File: config.mk
export PLATFORM = sky130hd
export DESIGN_NAME = ising_phase_sampler
export DESIGN_NICKNAME = d
export VERILOG_FILES = /design/src/rtl/ising_phase_sampler_pkg.sv /design/src/rtl/ising_phase_sampler_phase_sync.sv /design/src/rtl/ising_phase_sampler.sv
export SDC_FILE = /design/constraint.sdc
export NUM_CORES = 1
export LEC_CHECK = 0
export BUFFER_PORTS_ARGS = -buffer_cell sky130_fd_sc_hd__buf_2
export CORE_MARGIN = 1.5
export CORE_UTILIZATION = 53
export CTS_BUF_LIST = sky130_fd_sc_hd__clkbuf_4
export DETAILED_ROUTE_END_ITERATION = 10
export GPL_ROUTABILITY_DRIVEN = 0
export HOLD_SLACK_MARGIN = 0.1
export PLACE_DENSITY = 0.71
export SYNTH_ARGS = -nofsm -noshare
export SYNTH_HDL_FRONTEND = slang
export SYNTH_HIERARCHICAL = 1
export SYNTH_SLANG_ARGS = --single-unit
File: constraint.sdc
create_clock -name clk -period 4 [get_ports clk]
set_input_delay 0.2 -clock clk [delete_from_list [all_inputs] [get_ports clk]]
set_output_delay 0.2 -clock clk [all_outputs]
set_load 0.005 [all_outputs]
File: src/rtl/ising_phase_sampler_pkg.sv
// Shared types for the Ising phase sampler: FSM state encoding and default widths.
package ising_phase_sampler_pkg;

    typedef enum logic [2:0] {
        ST_IDLE   = 3'd0,
        ST_RESET  = 3'd1,
        ST_RUN    = 3'd2,
        ST_SAMPLE = 3'd3,
        ST_DONE   = 3'd4
    } state_t;

    localparam int DEFAULT_CNT_W = 16;

endpackage

File: src/rtl/ising_phase_sampler_phase_sync.sv
// Two-flop synchronizer bringing the asynchronous oscillator phases into clk.
module phase_sync #(
    parameter int WIDTH = 1
) (
    input  logic             clk,
    input  logic [WIDTH-1:0] d,
    output logic [WIDTH-1:0] q
);

    (* ASYNC_REG = "TRUE" *) logic [WIDTH-1:0] meta;
    (* ASYNC_REG = "TRUE" *) logic [WIDTH-1:0] sync;

    // NOTE: no reset on purpose; the chain flushes itself in two cycles and a
    // reset here would only add a reset-to-async-path timing arc.
    always_ff @(posedge clk) begin
        meta <= d;
        sync <= meta;
    end

    assign q = sync;

endmodule

File: src/rtl/ising_phase_sampler.sv
// Run controller for the coupled-oscillator array: reset, anneal, sample the
// phases against spin 0 and publish majority-vote spins plus mismatch counts.
module ising_phase_sampler
    import ising_phase_sampler_pkg::*;
#(
    parameter int N          = 8,
    parameter int CNT_W      = DEFAULT_CNT_W,
    parameter int RST_CYCLES = 4
) (
    input  logic                 clk,
    input  logic                 axi_rst,
    input  logic                 start,
    input  logic                 stop,
    input  logic [31:0]          cfg_run_cycles,
    input  logic [CNT_W-1:0]     cfg_sample_cycles,
    input  logic [N-1:0]         phase,
    output logic                 ising_rstn,
    output logic                 busy,
    output logic                 done,
    output logic [N-1:0]         spins,
    input  logic [$clog2(N)-1:0] rd_idx,
    output logic [CNT_W-1:0]     rd_count
);

    state_t                  state;
    state_t                  phase_next;
    logic                    phase_last;
    logic [31:0]             timer;
    logic [N-1:0]            sync;
    logic [N-1:0]            mismatch;
    logic [N-1:0]            spin_next;
    logic [N-1:0][CNT_W-1:0] bank;

    phase_sync #(.WIDTH(N)) u_phase_sync (
        .clk (clk),
        .d   (phase),
        .q   (sync)
    );

    assign mismatch = sync ^ {N{sync[0]}};

    // Zero-length anneal or window phases are skipped rather than entered.
    always_comb begin
        phase_last = 1'b0;
        phase_next = ST_IDLE;
        case (state)
            ST_RESET: begin
                phase_last = (timer == 32'(RST_CYCLES - 1));
                if (cfg_run_cycles != 32'd0)
                    phase_next = ST_RUN;
                else
                    phase_next = (cfg_sample_cycles == '0) ? ST_DONE : ST_SAMPLE;
            end
            ST_RUN: begin
                phase_last = (timer == cfg_run_cycles - 32'd1);
                phase_next = (cfg_sample_cycles == '0) ? ST_DONE : ST_SAMPLE;
            end
            ST_SAMPLE: begin
                phase_last = (timer == 32'(cfg_sample_cycles) - 32'd1);
                phase_next = ST_DONE;
            end
            default: ;
        endcase
    end

    // NOTE: all state uses non-blocking assignments so every register in this
    // block sees the pre-edge value of state and timer.
    always_ff @(posedge clk) begin
        if (axi_rst) begin
            state      <= ST_IDLE;
            timer      <= 32'd0;
            ising_rstn <= 1'b0;
            busy       <= 1'b0;
            done       <= 1'b0;
        end else begin
            done <= (state == ST_DONE);
            case (state)
                ST_IDLE: begin
                    if (start) begin
                        state <= ST_RESET;
                        busy  <= 1'b1;
                        timer <= 32'd0;
                    end
                end
                ST_DONE: begin
                    state      <= ST_IDLE;
                    busy       <= 1'b0;
                    ising_rstn <= 1'b0;
                end
                default: begin
                    if (stop) begin
                        state      <= ST_IDLE;
                        busy       <= 1'b0;
                        ising_rstn <= 1'b0;
                    end else if (phase_last) begin
                        state      <= phase_next;
                        timer      <= 32'd0;
                        ising_rstn <= 1'b1;
                    end else begin
                        timer <= timer + 32'd1;
                    end
                end
            endcase
        end
    end

    for (genvar i = 0; i < N; i++) begin : g_spin
        logic [CNT_W-1:0] count;
        logic [CNT_W-1:0] count_q;

        // Working count is cleared throughout RESET/RUN so it is zero on SAMPLE entry.
        always_ff @(posedge clk) begin
            if (axi_rst) begin
                count   <= '0;
                count_q <= '0;
            end else begin
                if (state == ST_RESET || state == ST_RUN)
                    count <= '0;
                else if (state == ST_SAMPLE && mismatch[i])
                    count <= count + CNT_W'(1);
                if (state == ST_DONE)
                    count_q <= count;
            end
        end

        assign bank[i] = count_q;

        if (i == 0) begin : g_ref
            assign spin_next[i] = 1'b0;
        end else begin : g_cmp
            assign spin_next[i] = {count, 1'b0} > {1'b0, cfg_sample_cycles};
        end
    end

    always_ff @(posedge clk) begin
        if (axi_rst)
            spins <= '0;
        else if (state == ST_DONE)
            spins <= spin_next;
    end

    assign rd_count = bank[rd_idx];

endmodule

# After elaboration in Yosys (flattened, before gate mapping)
# Index checks and enable logic that the tools add are counted.
[classes]
n_addsub = 11
n_lt_le_gt_ge = 8
eq_ne = 9
muxes = 20
bitwise = 3
reduce_logical = 20
[ops]
columns = ["operator", "count"]
rows = [
  ["adder 16 x 1 -> 16 bit, second input constant", 8],
  ["> comparator 17 x 16 -> 1 bit", 7],
  ["2-to-1 mux 32 bit", 3],
  ["== test 32 bit", 2],
  ["one-hot mux 32 bit (2 select lines)", 1],
  ["binary-select mux 16 bit (select 3 bit)", 1],
  ["adder 32 x 1 -> 32 bit, second input constant", 1],
  ["== test 32 x 2 -> 1 bit, second input constant", 1],
  ["nonzero test 32 bit", 1],
  ["subtractor 32 x 1 -> 32 bit, second input constant", 1],
  ["subtractor 16 x 1 -> 17 bit, second input constant", 1],
  ["zero test 16 bit", 1],
  ["2-to-1 mux 16 bit", 1],
  ["2-to-1 mux 3 bit", 5],
  ["one-hot mux 3 bit (3 select lines)", 1],
  ["logical AND 1 bit", 8],
  ["XOR 8 bit", 1],
  ["== test 3 x 2 -> 1 bit, second input constant", 2],
  ["one-hot mux 3 bit (2 select lines)", 1],
  ["AND reduction 2 bit", 3],
  ["nonzero test 3 bit", 2],
  ["< comparator 3 x 4 -> 1 bit, second input constant", 1],
  ["2-to-1 mux 1 bit", 4],
  ["one-hot mux 1 bit (2 select lines)", 2],
  ["other kinds (11)", 12],
]
[totals]
register_bits = 317
input_bits = 63
word_cells = 95

# Longest topological paths before layout
[logic_depth]
ltp_word = 7
mapped_depth = 16

# Hierarchy
# The synthesis kept the hierarchy.
[modules_own_cells]
columns = ["module", "n_inst", "cells_each", "area_each_um2"]
rows = [
  ["ising_phase_sampler", 1, 2056, 16366.9],
  ["phase_sync", 1, 16, 320.3],
]

# Worst setup path after synthesis
# OpenSTA, ideal clock, no wires.
[synth_timing]
kind = "in2reg"
from = "input cfg_run_cycles[0]"
to = "register timer[21]"
setup_time_ns = 0.122
arrival_ns = 3.596
t_required_ns = 3.878
path_slack_ns = 0.282
path_stages = 15
path_cell_list = "inv_1 ha_1 or4b_1 clkbuf_1 or4_1 or4_4 nor3b_1 o31ai_1 o211ai_1 nor4_2 and4b_1 buf_6 buf_4 nor4_1 a221o_1"
[synth_via]
elab_chain_cells = 6
[synth_rtl]
columns = ["item", "line_no", "source"]
rows = [
  ["from (decl)", "ising_phase_sampler.sv:14", "input logic [31:0] cfg_run_cycles,"],
  ["subtractor 32 x 1 -> 32 bit", "ising_phase_sampler.sv:55", "phase_last = (timer == cfg_run_cycles - 32'd1);"],
  ["== test 32 bit", "ising_phase_sampler.sv:55", ""],
  ["one-hot mux 1 bit (3 select lines)", "ising_phase_sampler.sv:46", "case (state)"],
  ["2-to-1 mux 32 bit", "ising_phase_sampler.sv:95", "end else if (phase_last) begin"],
  ["2-to-1 mux 32 bit", "ising_phase_sampler.sv:91", "if (stop) begin"],
  ["one-hot mux 32 bit (2 select lines)", "ising_phase_sampler.sv:77", "case (state)"],
  ["to (signal assigned)", "ising_phase_sampler.sv:100", "timer <= timer + 32'd1;"],
  ["to (decl)", "ising_phase_sampler.sv:28", "logic [31:0] timer;"],
]
# No other way between the ends. The select of a mux whose other input is x is not followed.
# A chain may end at the register's enable or synchronous reset.

# Worst setup path in the final report
[layout_timing]
from = "register state[2]"
to = "register timer[23]"
[layout_via]
elab_chain_cells = 5
word_cells_on_any_way = 13
cone_classes = "eq/ne (6); mux (4); bitwise (1); reduce/logical (2)"
[layout_rtl]
columns = ["item", "line_no", "source"]
rows = [
  ["from (decl)", "ising_phase_sampler.sv:25", "state_t state;"],
  ["from (signal assigned)", "ising_phase_sampler.sv:96", "state <= phase_next;"],
  ["== test 3 x 2 -> 1 bit or == test 3 x 1 -> 1 bit (tied branches)", "ising_phase_sampler.sv:46", ""],
  ["one-hot mux 1 bit (3 select lines)", "ising_phase_sampler.sv:46", ""],
  ["2-to-1 mux 32 bit", "ising_phase_sampler.sv:95", ""],
  ["2-to-1 mux 32 bit", "ising_phase_sampler.sv:91", ""],
  ["one-hot mux 32 bit (2 select lines)", "ising_phase_sampler.sv:77", ""],
]
# Several ways; a longest one is shown, not always the timed one. The select of a mux whose other input is x is not followed.

==> metrics.md <==
| Metric | Value |
|---|---|
| Synth warn | `6` |
| Total Nets Final | `2380` |
| Die area | `around 0.033 mm2` |
| H-tree lvl count | `3` |
| Initial Util | `0.5413` |
| Core Box Area | `0.03083 mm2` |
| Max-slew violations | `0` |
| Post-synth EDFFs | `0` |
| Post-cts gate resize count | `0` |
| Clk slew on worst S/H paths | `0.07 ns` |
| Crit share post-route | `0.9014` |
| Initial antenna violation count | `2` |
| Die Height | `180.4 um` |
| Post-route ant nets | `0` |
| Maxcap violations | `0` |
| Clk buf depth | `3` |
| Clock sinks | `285` |
| WL/cell | `19.40 um` |
| P_leak | `7.153 nW` |
| Hold-fix buffers at CTS | `18` |
| Die X-Extent | `180.4 um` |
| Final Setup Violations | `0` |
| Maximum fanout along the worst path | `14` |
| Arrival @ worst endpoint | `4.20 ns` |
| Most common cell after layout, fill and taps aside | `nand2_1` |
| Vias in the first global route | `15530` |
| Area of the mapped netlist | `0.01669 mm2` |
| Achievable clock frequency | `277.4 MHz` |
| Final min period | `3.605 ns` |
| Worst EP required | `4.60 ns` |
| First-pass GRT wire length | `between 80000 and 90000 um` |
| PortBufs | `between 80 and 90` |
| Grt met2 use | `0.5189` |
| RSZ-0062 raised after global routing | `false` |
| Min-Delay Path Class | `input port to register` |
| I/O Pins | `90` |
| Via/cell ratio | `6.137` |
| CP Capture Type | `register` |
| Clock share of power | `0.424` |
| VDD IR max | `0.0002134 V` |
| Placed cells | `~2500` |
| Most used routing layer in global routing | `met2` |
| Top FF cell, synth | `dfxtp_1` |
| Fin cells | `approximately 2700` |
| Power Internal | `approximately 4.5 mW` |
| Met1 usage | `0.3888` |
| CP startpoint kind | `register` |
| Final wirelength | `51430 um` |
| Layout cells sized above 1 | `0.1438` |
| # DRC | `0` |
| Synthesized area per cell | `a little over 8 um2` |
| DPL Wire Length | `roughly 36000 um` |
| Status | `finished clean` |
| Total nets after synthesis | `2251` |
| Area post-placement | `between 0.015 and 0.02 mm2` |
| Final Util | `0.6099` |
| Met3 Track Usage GR | `0.05760` |
| Drt initial violations | `between 1000 and 1500` |
| Seq cells post-synth | `285` |
| CTS tree | `done` |
| Async S/R FF share, synth | `0` |
| Most frequent cells in the layout | `nand2_1 (338), dfxtp_1 (285), a21oi_1 (193)` |
| Post-CTS setup buffer count | `0` |
| Final hold vios | `0` |
| Final Cell Area | `0.01880 mm2` |
| Drt pass-1 iters | `5` |
| Flop pwr share | `0.464` |
| # rows | `64` |
| Clk_lat worst skew | `0.73 ns` |
| P per Cell Area | `328.9 mW/mm2` |
| GRT Util Overall | `0.3158` |
| Gate Count Post-Synth | `slightly above 2000` |
| Root buf cell | `clkbuf_4` |
| Layout area overhead | `12.68%` |
| Switching pwr | `1.712 mW` |
| Grt ovf | `0` |
| Cts bufs inserted | `79` |
| Kind of critical path | `register to register` |
| Net Sw Frac | `0.2768` |
| Slew headroom | `0.3904` |
| Total vias in the final route | `~16000` |
| Comb power frac | `0.112` |
| Fill count | `2826` |
| Slew @ Worst Pin | `0.9134 ns` |
| Number of distinct library cells after synthesis | `73` |
| Tot Pwr | `6.184 mW` |
| Sequential element share of the synthesized area | `0.3419` |
| Largest net degree at the start of global routing | `68` |
| Clock skew | `0.04436 ns` |
| Hold WS | `0.1438 ns` |
[power groups by stage]
stage | sequential, mW | combinational (mW) | clock [mW]
after CTS | 2.87 | 0.679 | 2.67
after floorplan | 2.92 | 0.415 | 0
after detailed placement | 2.93 | 0.662 | 0
final | 2.87 | 0.692 | 2.62
after global placement | 2.93 | 0.645 | 0
after global routing | 2.87 | 0.745 | 2.82
[state kept, by name, summed over array words and instances, names as in the netlist]
register and count:
g_spin.count_q 112, done 1, ising_rstn 1, g_spin.count 112, busy 1, spins 7
state 3, timer 32, u_phase_sync/q 8, u_phase_sync/meta 8
[stage by stage]
| stage | setup TNS [ns] | setup slack, ns |
|---|---|---|
| finish | 0 | 0.3946 |
| global route | 0 | 0.2698 |
| CTS | 0 | 0.4339 |
| detailed placement | -1.965 | -0.1994 |
| global placement | -0.6624 | -0.1124 |
| floorplan | 0 | 0.2822 |
[cells by family after synthesis]
logic type               count (synthesis)  synth area share
AO/OA/AOI/OAI                          444            0.1659
adder cells (fa/ha/maj)                116           0.08698
buffers and inverters                  183           0.04319
flip-flops                             285            0.3419
multiplexers                            56           0.04686
AND/OR/NAND/NOR                        860            0.2483
other                                    1         0.0002247
XOR/XNOR                               127           0.06666
[layer usage]
layer | wire (um) | vias up
li1 | - | 7724
met1 | 20890 | 7686
met2 | 23860 | 665
met3 | 3704 | 193
met4 | 2965 | 0
met5 | 0 | -
[worst paths after layout]
| path | start | endpoint | slack [ns] | cells after the start |
|---|---|---|---|---|
| min | cfg_sample_cycles[14] | state[2]$_SDFFE_PP0P_ | 0.14 | 7 |
| max reg2reg | state[2]$_SDFFE_PP0P_ | timer[23]$_SDFFE_PP0P_ | 0.39 | 10 |
| max | state[2]$_SDFFE_PP0P_ | timer[23]$_SDFFE_PP0P_ | 0.39 | 10 |
| min reg2reg | u_phase_sync/meta[1]$_DFF_P_ | u_phase_sync/q[1]$_DFF_P_ | 0.33 | 0 |
[worst max-delay path: stages (launching register included)]
cell	delay, ns
dfxtp_1	0.47
or3b_2	0.71
or4_1	0.53
mux2i_1	0.19
or3_1	0.13
nand4_1	0.10
nor4_2	0.33
and4b_1	0.44
buf_4	0.23
nor4_1	0.06
a221o_1	0.29
[layout make-up]
class,count,area (um2),area share
multi-input cells,1604,10290,0.5472
flip-flops and latches,285,5705,0.3034
repair buffers,173,1126,0.05989
clock buffers,109,818.3,0.04352
well taps,396,495.5,0.02635
inverters,58,217.7,0.01158
clock inverters,24,145.1,0.007719
diodes,2,5.005,0.0002662
[cells in the mapped netlist, drive strengths merged (6+ instances only)]
master  number  area (um2)
a21oi      193       965.9
nand2      339        1272
nand3       75       375.4
a41oi       13       113.9
and3        34       212.7
mux2i       23       230.2
inv         58       217.7
or4         26       202.7
and4         8       70.07
o211ai      12       90.09
buf         20       108.8
xor2        68       595.6
a21o         7       52.55
nand4       42       262.8
dfxtp      285        5705
a221oi      20       175.2
nor4        28       202.7
a31oi        9       56.30
clkbuf     105       394.1
mux4        16       360.4
xnor2       59       516.8
and2         6       37.54
o21a        44       330.3
or3         49       306.5
ha         116        1451
nor2       162       608.1
nand2b       9       56.30
o21ai       78       390.4
o22ai        7       43.79
nor3        33       181.4
a22o         9       78.83
or2          6       37.54
nor2b       22       137.6
mux2        17       191.4
No activity file was read; power rests on OpenSTA's default activity.
